## config.mk

```make
export PLATFORM = sky130hd
export DESIGN_NAME = prog_sequencer_flat
export DESIGN_NICKNAME = d
export VERILOG_FILES = /design/src/rtl/tiny_proc_pkg.sv /design/src/rtl/prog_sequencer_if.sv /design/src/rtl/edge_rise.sv /design/src/rtl/prog_sequencer.sv /design/src/flat_wrapper.sv
export SDC_FILE = /design/constraint.sdc
export NUM_CORES = 1
export LEC_CHECK = 0
export CAP_MARGIN = 20
export CORE_MARGIN = 2
export CORE_UTILIZATION = 42
export DETAILED_ROUTE_END_ITERATION = 8
export PLACE_DENSITY_LB_ADDON = 0.1
export RECOVER_POWER = 100
export SLEW_MARGIN = 20
export SYNTH_ARGS = -nofsm -noshare
export SYNTH_HDL_FRONTEND = slang
export SYNTH_SLANG_ARGS = --single-unit
```

## constraint.sdc

```tcl
create_clock -name clk -period 2.1 [get_ports clk]
set_input_delay 0.42 -clock clk [delete_from_list [all_inputs] [get_ports clk]]
set_output_delay 0.42 -clock clk [all_outputs]
set_load 0.005 [all_outputs]
```

## src/rtl/tiny_proc_pkg.sv

```systemverilog
// tiny_proc_pkg: shared types and sizing constants for the tiny accumulator core
// and its run-control sequencer.
package tiny_proc_pkg;

  // Instruction memory geometry.
  localparam int unsigned IMEM_SZ = 16;
  localparam int unsigned INST_W  = 8;
  localparam int unsigned PC_W    = $clog2(IMEM_SZ);

  // Number of cycles the core is held in reset before a (re)start.
  localparam int unsigned CLEAR_CYCLES = 2;

  // Last writable imem address; reaching it ends a load.
  localparam logic [PC_W-1:0] LAST_ADDR = PC_W'(IMEM_SZ - 1);

  // Sequencer state; encodings are visible on the debug display.
  typedef enum logic [2:0] {
    StIdle   = 3'd0,
    StLoad   = 3'd1,
    StClear  = 3'd2,
    StRun    = 3'd3,
    StStep   = 3'd4,
    StHalted = 3'd5
  } seq_state_t;

endpackage

```

## src/rtl/prog_sequencer_if.sv

```systemverilog
// prog_sequencer_if: program-load byte handshake plus the imem write port.
// slave  = the sequencer (accepts bytes, drives imem writes)
// master = the host side (offers bytes, observes imem writes)
interface prog_sequencer_if;

  logic                              byte_valid_in;
  logic [tiny_proc_pkg::INST_W-1:0]  byte_in;
  logic                              byte_ready_out;
  logic                              imem_we_out;
  logic [tiny_proc_pkg::PC_W-1:0]    imem_waddr_out;
  logic [tiny_proc_pkg::INST_W-1:0]  imem_wdata_out;

  modport slave (
    input  byte_valid_in,
    input  byte_in,
    output byte_ready_out,
    output imem_we_out,
    output imem_waddr_out,
    output imem_wdata_out
  );

  modport master (
    output byte_valid_in,
    output byte_in,
    input  byte_ready_out,
    input  imem_we_out,
    input  imem_waddr_out,
    input  imem_wdata_out
  );

endinterface

```

## src/rtl/edge_rise.sv

```systemverilog
// edge_rise: registered rising-edge detector. rise_out is high in the cycle where
// d_in is 1 and was 0 at the previous clock edge.
module edge_rise (
  input  logic clk,
  input  logic rst,
  input  logic d_in,
  output logic rise_out
);

  logic prev_q, prev_d;

  // Previous value always tracks the input, so a held level fires only once.
  always_comb begin
    prev_d   = d_in;
    rise_out = d_in & ~prev_q;
  end

  // Previous-value register.
  always_ff @(posedge clk or posedge rst) begin
    if (rst) begin
      prev_q <= 1'b0;
    end else begin
      prev_q <= prev_d;
    end
  end

endmodule

```

## src/rtl/prog_sequencer.sv

```systemverilog
// prog_sequencer: run-control and program-load controller for the tiny
// accumulator core. Streams bytes into imem, holds the core in reset while
// loading, then runs it free or single-stepped until it reports a frozen PC.
// Optional build macro SEQ_CYCLE_COUNT_EN adds cycle_cnt_out, a saturating
// count of enabled core cycles since the last CLEAR.
module prog_sequencer
  import tiny_proc_pkg::*;
(
  input  logic                  clk,
  input  logic                  rst,
  input  logic                  load_req_in,
  input  logic                  run_req_in,
  input  logic                  step_mode_in,
  input  logic                  step_in,
  input  logic                  core_halted_in,
  prog_sequencer_if.slave       bus,
  output logic                  core_rst_out,
  output logic                  core_en_out,
  output logic                  done_out,
  output logic [2:0]            state_out
`ifdef SEQ_CYCLE_COUNT_EN
  ,
  output logic [15:0]           cycle_cnt_out
`endif
);

  seq_state_t        state_q, state_d;
  logic [PC_W-1:0]   addr_q, addr_d;
  logic [1:0]        clr_cnt_q, clr_cnt_d;

  logic              run_rise;
  logic              step_rise;

  logic              byte_ready;
  logic              imem_we;
  logic [INST_W-1:0] imem_wdata;
  logic              core_rst;
  logic              core_en;
  logic              done;

  edge_rise u_run_edge (
    .clk      (clk),
    .rst      (rst),
    .d_in     (run_req_in),
    .rise_out (run_rise)
  );

  edge_rise u_step_edge (
    .clk      (clk),
    .rst      (rst),
    .d_in     (step_in),
    .rise_out (step_rise)
  );

  // Next-state, load-address, clear-counter and output decode.
  always_comb begin
    state_d    = state_q;
    addr_d     = addr_q;
    clr_cnt_d  = clr_cnt_q;
    byte_ready = 1'b0;
    imem_we    = 1'b0;
    imem_wdata = '0;
    core_rst   = 1'b1;
    core_en    = 1'b0;
    done       = 1'b0;

    case (state_q)
      StIdle: begin
        if (load_req_in) begin
          state_d = StLoad;
          addr_d  = '0;
        end else if (run_rise) begin
          state_d   = StClear;
          clr_cnt_d = '0;
        end
      end

      StLoad: begin
        if (!load_req_in) begin
          // Abort: earlier writes stay in imem, next load restarts at entry 0.
          // Ready is withheld so no byte is taken on the abort cycle.
          state_d = StIdle;
          addr_d  = '0;
        end else begin
          byte_ready = 1'b1;
          if (bus.byte_valid_in) begin
            imem_we    = 1'b1;
            imem_wdata = bus.byte_in;
            if (addr_q == LAST_ADDR) begin
              addr_d    = '0;
              state_d   = StClear;
              clr_cnt_d = '0;
            end else begin
              addr_d = addr_q + 1'b1;
            end
          end
        end
      end

      StClear: begin
        if (clr_cnt_q == 2'(CLEAR_CYCLES - 1)) begin
          state_d = step_mode_in ? StStep : StRun;
        end else begin
          clr_cnt_d = clr_cnt_q + 1'b1;
        end
      end

      StRun: begin
        core_rst = 1'b0;
        core_en  = 1'b1;
        // Halt wins over a simultaneous switch to single-step.
        if (core_halted_in) begin
          state_d = StHalted;
        end else if (step_mode_in) begin
          state_d = StStep;
        end
      end

      StStep: begin
        core_rst = 1'b0;
        // Only edges seen while already in STEP advance the core; an edge in
        // the transition cycle into STEP is dropped by the detector.
        core_en  = step_rise;
        if (core_halted_in) begin
          state_d = StHalted;
        end else if (!step_mode_in) begin
          state_d = StRun;
        end
      end

      StHalted: begin
        core_rst = 1'b0;
        done     = 1'b1;
        if (load_req_in) begin
          state_d = StLoad;
          addr_d  = '0;
        end else if (run_rise) begin
          state_d   = StClear;
          clr_cnt_d = '0;
        end
      end

      default: begin
        // Unused encodings recover to IDLE.
        state_d   = StIdle;
        addr_d    = '0;
        clr_cnt_d = '0;
      end
    endcase
  end

  // State, load-address and clear-counter registers.
  always_ff @(posedge clk or posedge rst) begin
    if (rst) begin
      state_q   <= StIdle;
      addr_q    <= '0;
      clr_cnt_q <= '0;
    end else begin
      state_q   <= state_d;
      addr_q    <= addr_d;
      clr_cnt_q <= clr_cnt_d;
    end
  end

  assign bus.byte_ready_out = byte_ready;
  assign bus.imem_we_out    = imem_we;
  assign bus.imem_waddr_out = addr_q;
  assign bus.imem_wdata_out = imem_wdata;
  assign core_rst_out       = core_rst;
  assign core_en_out        = core_en;
  assign done_out           = done;
  assign state_out          = state_q;

`ifdef SEQ_CYCLE_COUNT_EN
  logic [15:0] cycle_cnt_q, cycle_cnt_d;

  // Saturating count of enabled core cycles; restarts on every CLEAR.
  always_comb begin
    cycle_cnt_d = cycle_cnt_q;
    if (state_q == StClear) begin
      cycle_cnt_d = '0;
    end else if (core_en && (cycle_cnt_q != 16'hFFFF)) begin
      cycle_cnt_d = cycle_cnt_q + 16'd1;
    end
  end

  // Cycle counter register.
  always_ff @(posedge clk or posedge rst) begin
    if (rst) begin
      cycle_cnt_q <= '0;
    end else begin
      cycle_cnt_q <= cycle_cnt_d;
    end
  end

  assign cycle_cnt_out = cycle_cnt_q;
`endif

endmodule
```

## src/flat_wrapper.sv

```systemverilog
// flat-port wrapper written by rule: the top's interface ports become plain ports
module prog_sequencer_flat import tiny_proc_pkg::*;
  (clk, rst, load_req_in, run_req_in, step_mode_in, step_in, core_halted_in, core_rst_out, core_en_out, done_out, state_out, bus_byte_valid_in, bus_byte_in, bus_byte_ready_out, bus_imem_we_out, bus_imem_waddr_out, bus_imem_wdata_out);
  prog_sequencer_if bus_i ();
  input  logic clk;
  input  logic rst;
  input  logic load_req_in;
  input  logic run_req_in;
  input  logic step_mode_in;
  input  logic step_in;
  input  logic core_halted_in;
  output logic core_rst_out;
  output logic core_en_out;
  output logic done_out;
  output logic [2:0] state_out;
  input wire logic [$bits(bus_i.byte_valid_in)-1:0] bus_byte_valid_in;
  input wire logic [$bits(bus_i.byte_in)-1:0] bus_byte_in;
  output wire logic [$bits(bus_i.byte_ready_out)-1:0] bus_byte_ready_out;
  output wire logic [$bits(bus_i.imem_we_out)-1:0] bus_imem_we_out;
  output wire logic [$bits(bus_i.imem_waddr_out)-1:0] bus_imem_waddr_out;
  output wire logic [$bits(bus_i.imem_wdata_out)-1:0] bus_imem_wdata_out;
  assign bus_i.byte_valid_in = bus_byte_valid_in;
  assign bus_i.byte_in = bus_byte_in;
  assign bus_byte_ready_out = bus_i.byte_ready_out;
  assign bus_imem_we_out = bus_i.imem_we_out;
  assign bus_imem_waddr_out = bus_i.imem_waddr_out;
  assign bus_imem_wdata_out = bus_i.imem_wdata_out;
  prog_sequencer u_core (.clk(clk), .rst(rst), .load_req_in(load_req_in), .run_req_in(run_req_in), .step_mode_in(step_mode_in), .step_in(step_in), .core_halted_in(core_halted_in), .bus(bus_i), .core_rst_out(core_rst_out), .core_en_out(core_en_out), .done_out(done_out), .state_out(state_out));
endmodule
```

Yosys cells after proc, flatten, opt, wreduce, memory -nomap -nowiden

Cells that the tools add are included.

Equality and inequality tests: 20
Reductions and logical operators: 8
$lt $le $gt $ge: 0
Bitwise operators: 6
$mul: 0
Add/subtract/negate cells: 2
Shifts and indexed selects: 0
Div/mod/pow operators: 0
Mux-type cells: 35

Operator list:

| operator                                                         | count |
|---|---|
| 3-bit two-way mux                                                | 11 |
| 8-bit two-way mux                                                | 3 |
| 4-bit two-way mux                                                | 4 |
| 3-bit one-hot mux with 5 select lines                            | 1 |
| 2-bit two-way mux                                                | 6 |
| 4-bit one-hot mux with 3 select lines                            | 1 |
| 3-bit != test (second input constant)                            | 3 |
| 2-bit by 1-bit != test with 1-bit output (second input constant) | 4 |
| 2-bit != test (second input constant)                            | 4 |
| 2-bit one-hot mux with 4 select lines                            | 1 |
| 1-bit two-way mux                                                | 7 |
| 7-bit AND reduction                                              | 1 |
| 3-bit by 2-bit == test with 1-bit output (second input constant) | 2 |
| 3-bit == test (second input constant)                            | 2 |
| 6-bit AND reduction                                              | 1 |
| 3-bit OR reduction                                               | 2 |
| 4-bit by 1-bit adder with 4-bit output (second input constant)   | 1 |
| 4-bit == test (second input constant)                            | 1 |
| 1-bit inverter                                                   | 4 |
| 2-bit OR reduction                                               | 2 |
| 3-bit by 1-bit == test with 1-bit output (second input constant) | 1 |
| 3-bit logical NOT                                                | 1 |
| 3-bit by 1-bit != test with 1-bit output (second input constant) | 1 |
| 3-bit by 2-bit != test with 1-bit output (second input constant) | 1 |
| other kinds (5)                                                  | 6 |

Bits in writable memories: 0
Latch bits: 0
Register bits: 11
Memories: 0
Logic and storage cells: 76
Output and inout bits: 20
ROM bits: 0
Input port bits: 16

Logic depth before layout (Yosys ltp)

Gate-level depths: netlist (run 1).

Word-level depth: 5
Depth in mapped cells: 6
Gate-level depth less buffers: 6

Modules after synthesis

From an unflattened synthesis (run 1), not the netlist that was laid out.

Cells, all modules: 102
Area, all modules: 889.6 um2

By module, submodules not included:

| module         | area each (um2) | cells each | times used | seq. area each (um2) |
|---|---|---|---|---|
| prog_sequencer | 804.5           | 96         | 1          | 225.2 |
| edge_rise      | 42.5            | 3          | 2          | 25.0 |

Worst setup path before layout (run 1)

No wires, ideal clock.

Path type: input to register
From: in load_req_in
To: reg u_core.clr_cnt_q[0]
Library setup time: 0.128 ns
Path slack: 0.473 ns
Cell stages on the path: 5
Data arrival time: 1.500 ns
Cells stage by stage: buf_6 > nor2b_1 > o32a_1 > a211oi_2 > mux2_1

Longest elaborated chain between the ends: 2

RTL lines:

| item                            | line                  | RTL |
|---|---|---|
| from (decl)                     | flat_wrapper.sv:7     | `input logic load_req_in;` |
| 2-bit != test (no line)         | n/a                   |  |
| 7-bit AND reduction (no line) * | n/a                   |  |
| to (signal assigned)            | prog_sequencer.sv:161 | `clr_cnt_q <= clr_cnt_d;` |
| to (decl)                       | prog_sequencer.sv:29  | `logic [1:0] clr_cnt_q, clr_cnt_d;` |

Mark *: on every way between the ends. The rest lies on a longest branch, timed or not.
A chain may end at the register's enable or synchronous reset.

Worst setup path after layout (run 1)

From: reg u_core.state_q[2], in the netlist u_core.state_out[2]
To: out core_rst_out

Longest elaborated chain between the ends: 3

RTL lines:

| item                                                                      | line                  | RTL |
|---|---|---|
| from (decl)                                                               | prog_sequencer.sv:27  | `seq_state_t state_q, state_d;` |
| from (signal assigned)                                                    | prog_sequencer.sv:155 | `state_q <= StIdle;` |
| from (signal assigned)                                                    | prog_sequencer.sv:159 | `state_q <= state_d;` |
| 3-bit by 2-bit == test with 1-bit output or 3-bit == test (tied branches) | prog_sequencer.sv:67  | `case (state_q)` |
| 3-bit OR reduction (no line) *                                            | n/a                   |  |
| 1-bit two-way mux *                                                       | prog_sequencer.sv:67  |  |
| to (decl)                                                                 | flat_wrapper.sv:12    | `output logic core_rst_out;` |

Marked as above.

==> impl_metrics.yaml, run 1 <==
outcome:
  outcome: "complete, no violations"
pwr:
  p_comb_share_pct: 66.1
  ir_worst_vdd_uv: 610
  switchingPower_uw: 576
  p_seq_share_pct: 23.3
  p_int_uw: 878
  p_sw_share_pct: 39.6
  p_leak_uw: 0.000711
  p_per_area_mw_per_mm2: 1040
  pwr-share-clk_pct: 10.6
synth:
  synth_top_family_by_area: "simple AND/OR/NAND/NOR gates"
  synth.avg_cell_area_um2: 9.05
  yosysMostFrequentCell: "dfrtp_1"
  synth_common_cells: "11 x dfrtp_1, 9 x and3_1, 5 x nor2_1, 5 x nor2b_1, 5 x o21ai_0"
  syn_inst: 98
  yosysSeqAreaShare_pct: 31.0
  async_flop_share_pct: 100
  synth-xor-area-share_pct: 1.97
  ys.flop_type: "dfrtp_1"
  synthAdderAreaFrac_pct: 2.82
  synth_compound_area_share_pct: 22.7
  synth_top_cell_by_area: "dfrtp_1"
  yosys_register_bits: 11
  synth_area_um2: 887
  synth_edf_count: 0
  synth_nets: 116
  ys_warn_count: 0
  ys_types: 41
  synth_area_leaders: "dfrtp_1 31%, and3_1 6.3%, mux2_1 3.8%, nor2b_1 3.5%, ha_1 2.8%"
  synth_top_area_share_pct: 31.0
  muxShareOfSynthArea_pct: 6.06
  yosys.area_share.simple_pct: 28.6
route:
  drt_iter0_drc: 24
  routedWlPerCell_um: 14.2
  drc: 0
  vias: 956
  final_antenna_net_count: 0
  viasPerCell: 5.46
  drt_wl_total_um: 2480
  first_pass_iters: 5
timing:
  fmax_ghz: 0.487
  setup_violations: 0
  final_max_slew_viol_count: 0
  min_period_over_period_pct: 97.7
  hold_viol_final: 0
  worst_clock_skew_ns: 0.00173
  tightest_slew_ns: 0.475
  setup_slack_ns: 0.0482
  min_period_ns: 2.05
  relSlewSlack_pct: 68.3
  holdWs_ns: 0.492
global_routing:
  grt_max_degree: 13
  grt_usage_pct: 21.7
  grtUsageMet1_pct: 26.4
  grt.overflow.total: 0
  grt_use_met2_pct: 37.1
  grt_pass1_wl_um: 4110
  busiest_layer: "met2"
  antenna_found_initial: 0
  met3_usage_pct: 4.55
  grt_pass1_vias: 936
floorplanning:
  num_rows: 16
  die_w_um: 50.0
  io_pins: 36
  die-height_um: 50.0
  core_mm2: 0.00198
  fp.dieArea_mm2: 0.00250
  initial_core_util_pct: 44.8
place:
  dp_slack_ns: -0.214
  post_dp_cell_area_mm2: 0.00130
  hpwl_um: 1750
  portBuffers: 35
  gp_congestion: 0.857
critical_path:
  max_stage_delay_ns: 0.54
  slowest_stage: "clkdlybuf4s50_1"
  cp-end-kind: "output port"
  crit_type: "flip-flop to output port"
  path_cells: "nor2b_2 -> a21oi_1 -> clkdlybuf4s50_1"
  worstPathArrival_ns: 1.63
  critPathMaxFanout: 6
  crit_required_ns: 1.68
  start_kind: "flip-flop"
cts:
  clock_latency_ns: 0.28
  cts_tree: "yes"
  numClockSinks: 11
  clock_tree.root_cell: "clkbuf_4"
  cts_buffer_depth: 2
  clk_pin_slew_worst_paths_ns: 0.08
  hold_buffers: 0
  cts_inserted_buffers: 3
  htreeDepth: 1
final_layout:
  diodes: 0
  drive_above_1_share_pct: 24.3
  fin_nets: 167
  fin_area_mm2: 0.00140
  area_delta_synth_final_pct: 58.1
flow_run:
  maxCapViolCount: 0
min_path:
  hp-class: "flip-flop to flip-flop"
==> placed cells by master, fill, tap and decap left out, types with 2 or more instances in the layout <==
cell,n
mux2i_1,2
nor2b_2,2
o21ba_2,2
o21ai_1,2
nor3_1,3
ha_1,2
o32a_1,2
a21oi_1,4
dfrtp_1,9
o21ai_0,5
nand2_1,4
dlygate4sd2_1,10
mux2_1,3
dfrtp_2,2
a22o_1,2
inv_1,3
clkdlybuf4s50_1,17
clkbuf_4,3
o31ai_1,3
buf_4,17
nor2_1,5
dlygate4sd3_1,7
nand4_1,2
nor2b_1,3
and3_1,9
==> final timing paths <==
kind                                            startpoint                              end  slack, ns  depth (start not counted)
hold / removal             u_core.clr_cnt_q[1]$_DFFE_PP0P_  u_core.clr_cnt_q[1]$_DFFE_PP0P_       0.49                          1
min in group asynchronous                              rst  u_core.clr_cnt_q[0]$_DFFE_PP0P_       0.59                          2
hold reg to reg            u_core.clr_cnt_q[1]$_DFFE_PP0P_  u_core.clr_cnt_q[1]$_DFFE_PP0P_       0.49                          1
max in group asynchronous                              rst  u_core.state_out[1]$_DFFE_PP0P_       1.16                          2
setup / recovery           u_core.state_out[2]$_DFFE_PP0P_                     core_rst_out       0.05                          3
setup reg to reg           u_core.state_out[2]$_DFFE_PP0P_  u_core.state_out[0]$_DFFE_PP0P_       0.11                          6
==> layout make-up <==
cell class,instances,area (um2)
clock inverter,1,5.00
timing repair buffer,52,468
sequential,11,278
inverter,3,11.3
multi-input combinational,78,584
tap,27,33.8
fill,164,579
clock buffer,3,22.5
==> per-layer routing <==
metal  up-vias  part of all wire [%]  wire (um)
li1        469                     -          -
met1       446                    43       1060
met2        36                    49       1220
met3         5                   6.0        150
met4         0                   1.8         44
met5         -                     0          0
==> stage by stage <==
step	setup TNS (ns)	utilization (%)	instances	total power, uW
2_1_floorplan	0	-	98	881
3_3_place_gp	-1.83	65.5	163	1180
3_5_place_dp	-2.05	65.5	163	1210
4_1_cts	-0.00406	69.3	174	1430
5_1_grt	-0.0351	70.8	175	1570
6_report	0	70.8	175	1450
==> power by group through the flow <==
stage | registers (uW) | clock network, uW | logic [uW]
after floorplan | 320 | 0 | 561
after global placement | 318 | 0 | 866
after detailed placement | 322 | 0 | 885
after CTS | 324 | 158 | 946
after global routing | 349 | 162 | 1060
final | 339 | 154 | 962
==> cells by family (layout without fill, tap and decap cells) <==
group / Yosys count / after routing
XOR/XNOR: 2 / 2
multiplexers: 5 / 5
buffers and inverters: 10 / 59
AO/OA/AOI/OAI: 27 / 27
flip-flops: 11 / 11
adder cells (fa/ha/maj): 2 / 2
AND/OR/NAND/NOR: 41 / 42
==> state kept, by name (all words and copies together), names as in the netlist <==
| signal | flops |
|---|---|
| u_core.bus.imem_waddr_out | 4 |
| u_core.u_step_edge.prev_q | 1 |
| u_core.state_out | 3 |
| u_core.u_run_edge.prev_q | 1 |
| u_core.clr_cnt_q | 2 |
==> worst max-delay path: cells and delay by family, from the launching register on <==
family / cells / cell delay [ns]
AOI/OAI and AO/OA: 1 / 0.14
buffers and inverters: 1 / 0.54
DFF: 1 / 0.47
and+or+nand+nor: 1 / 0.20
==> timing repair <==
action	in CTS	in global routing
gates cloned	1	0
pin swaps	0	1
gates resized for setup	12	6
buffers inserted	6	1
setup endpoints to repair	11	4
Power figures use the tool's default switching activity.
==> inputs of run 2 (changes only) <==
- CTS_CLUSTER_DIAMETER: not set -> 30
==> results of run 2 <==
The final DEF is identical to that of run 1; final timing and power are the same.
